[src/rtl/ball_frame_buffer.sv]
`default_nettype none
// ============================================================================
//  Module   : ball_frame_buffer
//  Purpose  : Collects blob centroids for one camera frame. It keeps the seven
//             largest qualifying blobs in a table sorted by area (descending,
//             ties kept in arrival order). It then publishes them as per-slot
//             x/y outputs with a one-cycle data_valid_out pulse.
//  Ports    : clk_in, rst_in             - clock, synchronous active-high reset
//             frame_start_in/_end_in     - frame delimiting pulses
//             centroid_valid/x/y/area_in - candidate blob stream
//             num_balls_in               - balls expected (latched at start)
//             real_balls_x/y[6:0]        - per-slot coordinates
//             num_balls_out              - latched ball count
//             num_found_out              - qualifying candidates stored (<=7)
//             overflow_out               - more than 7 qualifying candidates
//             data_valid_out             - one-cycle "outputs valid" pulse
//  Revision : 1.0 - initial release
// ============================================================================
module ball_frame_buffer #(
  parameter int unsigned MIN_AREA  = 16,
  parameter logic [10:0] MISSING_X = 11'd0,
  parameter logic [9:0]  MISSING_Y = 10'd0
) (
  input  logic        clk_in,
  input  logic        rst_in,
  input  logic        frame_start_in,
  input  logic        frame_end_in,
  input  logic        centroid_valid_in,
  input  logic [10:0] centroid_x_in,
  input  logic [9:0]  centroid_y_in,
  input  logic [15:0] centroid_area_in,
  input  logic [2:0]  num_balls_in,
  output logic [10:0] real_balls_x [6:0],
  output logic [9:0]  real_balls_y [6:0],
  output logic [2:0]  num_balls_out,
  output logic [2:0]  num_found_out,
  output logic        overflow_out,
  output logic        data_valid_out
);

  localparam int          DEPTH      = 7;
  localparam logic [15:0] MIN_AREA_W = 16'(MIN_AREA);

  typedef enum logic [1:0] {
    S_IDLE     = 2'd0,
    S_COLLECT  = 2'd1,
    S_FINALIZE = 2'd2,
    S_EMIT     = 2'd3
  } state_t;

  state_t state_q, state_d;

  // Sorted candidate table (entry 0 = largest area)
  logic [10:0] tab_x_q [DEPTH];
  logic [10:0] tab_x_d [DEPTH];
  logic [9:0]  tab_y_q [DEPTH];
  logic [9:0]  tab_y_d [DEPTH];
  logic [15:0] tab_a_q [DEPTH];
  logic [15:0] tab_a_d [DEPTH];
  logic [2:0]  count_q, count_d;
  logic        ovf_q, ovf_d;
  logic [2:0]  nb_q, nb_d;

  // Registered outputs
  logic [10:0] out_x_q [DEPTH];
  logic [10:0] out_x_d [DEPTH];
  logic [9:0]  out_y_q [DEPTH];
  logic [9:0]  out_y_d [DEPTH];
  logic [2:0]  nb_out_q, nb_out_d;
  logic [2:0]  found_q, found_d;
  logic        ovf_out_q, ovf_out_d;
  logic        dv_q, dv_d;

  logic        qualify;
  logic [2:0]  ins_pos;

  assign qualify = centroid_valid_in && (centroid_area_in >= MIN_AREA_W);

  // Insertion slot = number of stored entries whose area is >= the new one.
  // Because the table is sorted those entries form a prefix, so the last hit
  // wins. A value of 7 means the candidate loses to every entry of a full
  // table and is dropped.
  always_comb begin
    ins_pos = 3'd0;
    for (int i = 0; i < DEPTH; i++) begin
      if ((3'(i) < count_q) && (tab_a_q[i] >= centroid_area_in)) begin
        ins_pos = 3'(i + 1);
      end
    end
  end

  always_comb begin
    state_d   = state_q;
    tab_x_d   = tab_x_q;
    tab_y_d   = tab_y_q;
    tab_a_d   = tab_a_q;
    count_d   = count_q;
    ovf_d     = ovf_q;
    nb_d      = nb_q;
    out_x_d   = out_x_q;
    out_y_d   = out_y_q;
    nb_out_d  = nb_out_q;
    found_d   = found_q;
    ovf_out_d = ovf_out_q;
    // The pulse appears in the cycle following FINALIZE, i.e. while in EMIT
    dv_d      = (state_q == S_FINALIZE);

    case (state_q)
      S_IDLE: begin
        if (frame_start_in) begin
          for (int i = 0; i < DEPTH; i++) begin
            tab_x_d[i] = '0;
            tab_y_d[i] = '0;
            tab_a_d[i] = '0;
          end
          count_d = 3'd0;
          ovf_d   = 1'b0;
          nb_d    = num_balls_in;
          state_d = S_COLLECT;
        end
      end

      S_COLLECT: begin
        if (frame_start_in) begin
          // Restart wins over a simultaneous frame end or candidate
          for (int i = 0; i < DEPTH; i++) begin
            tab_x_d[i] = '0;
            tab_y_d[i] = '0;
            tab_a_d[i] = '0;
          end
          count_d = 3'd0;
          ovf_d   = 1'b0;
          nb_d    = num_balls_in;
        end else begin
          if (qualify) begin
            if (ins_pos != 3'd7) begin
              // Shift entries at/after the slot down by one; entry 6 falls off
              for (int i = 1; i < DEPTH; i++) begin
                if (3'(i) > ins_pos) begin
                  tab_x_d[i] = tab_x_q[i-1];
                  tab_y_d[i] = tab_y_q[i-1];
                  tab_a_d[i] = tab_a_q[i-1];
                end
              end
              for (int i = 0; i < DEPTH; i++) begin
                if (3'(i) == ins_pos) begin
                  tab_x_d[i] = centroid_x_in;
                  tab_y_d[i] = centroid_y_in;
                  tab_a_d[i] = centroid_area_in;
                end
              end
            end
            if (count_q == 3'd7) begin
              ovf_d = 1'b1;
            end else begin
              count_d = count_q + 3'd1;
            end
          end
          if (frame_end_in) begin
            state_d = S_FINALIZE;
          end
        end
      end

      S_FINALIZE: begin
        for (int k = 0; k < DEPTH; k++) begin
          if ((3'(k) < count_q) && (3'(k) < nb_q)) begin
            out_x_d[k] = tab_x_q[k];
            out_y_d[k] = tab_y_q[k];
          end else begin
            out_x_d[k] = MISSING_X;
            out_y_d[k] = MISSING_Y;
          end
        end
        found_d   = count_q;
        nb_out_d  = nb_q;
        ovf_out_d = ovf_q;
        state_d   = S_EMIT;
      end

      S_EMIT: begin
        state_d = S_IDLE;
      end

      default: begin
        state_d = S_IDLE;
      end
    endcase
  end

  always_ff @(posedge clk_in) begin
    if (rst_in) begin
      state_q   <= S_IDLE;
      for (int i = 0; i < DEPTH; i++) begin
        tab_x_q[i] <= '0;
        tab_y_q[i] <= '0;
        tab_a_q[i] <= '0;
        out_x_q[i] <= '0;
        out_y_q[i] <= '0;
      end
      count_q   <= 3'd0;
      ovf_q     <= 1'b0;
      nb_q      <= 3'd0;
      nb_out_q  <= 3'd0;
      found_q   <= 3'd0;
      ovf_out_q <= 1'b0;
      dv_q      <= 1'b0;
    end else begin
      state_q   <= state_d;
      tab_x_q   <= tab_x_d;
      tab_y_q   <= tab_y_d;
      tab_a_q   <= tab_a_d;
      out_x_q   <= out_x_d;
      out_y_q   <= out_y_d;
      count_q   <= count_d;
      ovf_q     <= ovf_d;
      nb_q      <= nb_d;
      nb_out_q  <= nb_out_d;
      found_q   <= found_d;
      ovf_out_q <= ovf_out_d;
      dv_q      <= dv_d;
    end
  end

  always_comb begin
    for (int k = 0; k < DEPTH; k++) begin
      real_balls_x[k] = out_x_q[k];
      real_balls_y[k] = out_y_q[k];
    end
  end

  assign num_balls_out  = nb_out_q;
  assign num_found_out  = found_q;
  assign overflow_out   = ovf_out_q;
  assign data_valid_out = dv_q;

endmodule
`default_nettype wire
[config.mk]
export PLATFORM = sky130hd
export DESIGN_NAME = ball_frame_buffer
export DESIGN_NICKNAME = d
export VERILOG_FILES = /design/src/rtl/ball_frame_buffer.sv
export SDC_FILE = /design/constraint.sdc
export NUM_CORES = 1
export LEC_CHECK = 0
export ABC_AREA = 1
export BUFFER_PORTS_ARGS = -buffer_cell sky130_fd_sc_hd__buf_2
export CORE_MARGIN = 2
export CORE_UTILIZATION = 60
export DETAILED_ROUTE_END_ITERATION = 10
export PLACE_DENSITY_LB_ADDON = 0.1
export SYNTH_ARGS = -nofsm -noshare
export SYNTH_HDL_FRONTEND = slang
export SYNTH_SLANG_ARGS = --single-unit
[constraint.sdc]
create_clock -name clk_in -period 3.36 [get_ports clk_in]
set_clock_uncertainty 0.2 [all_clocks]
set_input_delay 0.672 -clock clk_in [delete_from_list [all_inputs] [get_ports clk_in]]
set_output_delay 0.672 -clock clk_in [all_outputs]
set_load 0.01 [all_outputs]
==> results.toml <==
[run_status]
status = "finished clean"

[pwr]
power_density_nw_per_um2 = 599
leakagePower_nw = 10.8
vdd_drop_max_mv = 0.616

[floorplan]
fp.coreArea_sq_um = 35400
rows = 69
pin_count = 200
die_w_microns = 193
initial_core_util_pct = 60.5
die_h_microns = 193
dieArea_sq_um = 37200

[clock_tree]
clkTransAtPathRegs_ns = 0.06
cts.htree.levels = 2
postCtsSetupRepairBufs = 0
numCtsBuffers = 44
cts_resized = 0
cts_sinks = 423
clk_path_buf_depth = 3
insertion_delay_ns = 0.60
cts_root_buf = "clkbuf_16"
cts_tree = "built"
cts_hold_buf = 0

[worst_setup_path]
critPathMaxFanout = 14
cp-start-kind = "input pin"
endpoint_kind = "flip-flop"
arrival_ns = 3.53
critPathRequiredTime_ns = 3.67
crit_type = "input pin to flip-flop"

[yosys]
syn_inst = 3048
synthArstFlopShare_pct = 0
syn_nets = 3210
ys_types = 41
ys_seq_elements = 423
synth_ff_type = "dfxtp_1"
syn_area_per_cell_sq_um = 7.03
synth-seq-area-share_pct = 39.5
netlist_area_sq_um = 21400
synth_edf_count = 0
yosysWarnings = 0

[sta]
finalHoldViolations = 0
fin_crit_sh_pct = 96.0
max_freq_mhz = 310
max_slew_margin_pct = 41.8
setup_viol = 0
period_minus_slack_ns = 3.23
rsz0062_at_grt = "no"
slew_viol_final = 0
tightest_slew_ns = 0.873
layout_setup_ws_ns = 0.134

[cells_and_area]
nNetsFinal = 3380
fillers = 3005
stdcell_area_sq_um = 25100
area_growth_pct = 17.3
mostFrequentLayoutCells = "nand2_1, a21oi_1, dfxtp_1, nand3_1, nor2_1"
final_common_cell = "nand2_1"
drive_above_1_share_pct = 14.8

[detailed_routing]
wl_microns = 69100
first_pass_iters = 6
wl_per_cell_microns = 18.6
first_iter_violations = 2260
vias = 21900
avgViaCountPerCell = 5.90
drc = 0
drtAntennaViolNets = 0

[grt]
grt-busiest-layer = "met2"
grt_pass1_vias = 19700
antenna_found_initial = 1
use_met2_pct = 53.6
globalRouteOverflowTotal = 0
grt_max_degree = 160
grt_usage_pct = 36.3
use_met1_pct = 52.2
grt_pass1_wl_microns = 106000
globalRouteMet3Util_pct = 8.29

[placed_design]
place.gp.congestion = 0.957
place.port_buffers = 199
pre_cts_ws_ns = -0.330
dpl_cell_area_sq_um = 23500
dpl.hpwl_microns = 47800

[worst_hold_path]
hp-class = "input pin to flip-flop"

[job]
drv_cap = 0
-- state kept, by name, summed over array words and instances, names as in the netlist --
register        cells
count_q             3
real_balls_y       70
tab_a_q           112
real_balls_x       77
num_balls_out       3
state_q             2
nb_q                3
tab_x_q            77
data_valid_out      1
overflow_out        1
tab_y_q            70
num_found_out       3
ovf_q               1
-- per-stage QoR --
step / instances / power, mW / hold slack [ns] / utilization, % / setup TNS, ns
finish: 3716 / 15.1 / 0.194 / 71.0 / 0
global route: 3715 / 15.7 / 0.192 / 71.0 / 0
CTS: 3709 / 15.0 / 0.184 / 70.9 / 0
detailed placement: 3627 / 9.81 / 0.251 / 66.5 / -64.32
global placement: 3627 / 9.73 / 0.249 / 66.5 / -55.73
floorplan: 3048 / 8.25 / 0.237 / - / 0
-- report_power, final --
| part | internal, mW | switching, mW |
|---|---|---|
| clock network | 3.14 | 2.14 |
| logic | 1.25 | 2.62 |
| registers | 5.60 | 0.310 |
| total | 9.99 | 5.07 |
-- synth_stat cells (14+ instances only) --
library cell | n | area, sq um
a21oi_1 | 470 | 2350
buf_2 | 87 | 435
buf_4 | 15 | 113
buf_6 | 14 | 158
clkbuf_1 | 99 | 372
dfxtp_1 | 423 | 8470
ha_1 | 117 | 1460
inv_1 | 162 | 608
nand2_1 | 808 | 3030
nand3_1 | 228 | 1140
nand3_2 | 19 | 190
nand4_1 | 118 | 738
nor2_1 | 227 | 852
o21ai_0 | 187 | 936
-- critical path, stage by stage --
cell     delay [ns]
buf_2          0.11
inv_1          0.33
buf_4          0.24
ha_1           0.24
a21oi_1        0.20
o21a_1         0.13
nand2_1        0.09
nand2_1        0.10
nand3_2        0.09
nand2_4        0.14
nand4_4        0.18
nor2_8         0.20
buf_4          0.17
nand3_4        0.11
buf_12         0.18
nand2_1        0.06
nand3_1        0.10
a21oi_1        0.16
-- per-layer routing --
layer  vias to the layer above  part of all wire (%)
met5                         -                     0
met4                         0                   2.9
met3                       149                    11
met2                      1151                    43
met1                     10100                    44
li1                      10500                     -
-- cells by family (layout without fill, tap and decap cells) --
kind of cell / Yosys count / count (layout) / share of synthesized area (%)
adders and majority gates: 117 / 117 / 6.83
AOI/OAI and AO/OA: 680 / 680 / 16.2
buffers and inverters: 398 / 604 / 8.30
and+or+nand+nor: 1430 / 1430 / 29.1
other: 0 / 1 / 0
DFF: 423 / 423 / 39.5
-- layout make-up --
cell class	instances	area (sq um)	area share (%)
clock buffer	60	1270	5.06
tap	461	577	2.29
antenna	1	2.50	0.00995
sequential	423	8470	33.7
timing repair buffer	348	2650	10.5
multi-input combinational	2227	11200	44.6
inverter	174	657	2.61
clock inverter	22	294	1.17
-- final timing paths --
| path | start | end | slack (ns) | cells past startpoint |
|---|---|---|---|---|
| min reg2reg | real_balls_x[39]$_SDFFE_PP0P_ | real_balls_x[39]$_SDFFE_PP0P_ | 0.26 | 2 |
| max reg2reg | tab_a_q[47]$_SDFFE_PP0P_ | tab_a_q[54]$_SDFFE_PP0P_ | 0.16 | 15 |
| min | centroid_y_in[1] | tab_y_q[61]$_SDFFE_PP0P_ | 0.19 | 3 |
| max | centroid_area_in[5] | tab_a_q[54]$_SDFFE_PP0P_ | 0.13 | 18 |
No activity file was read; power rests on OpenSTA's default activity.
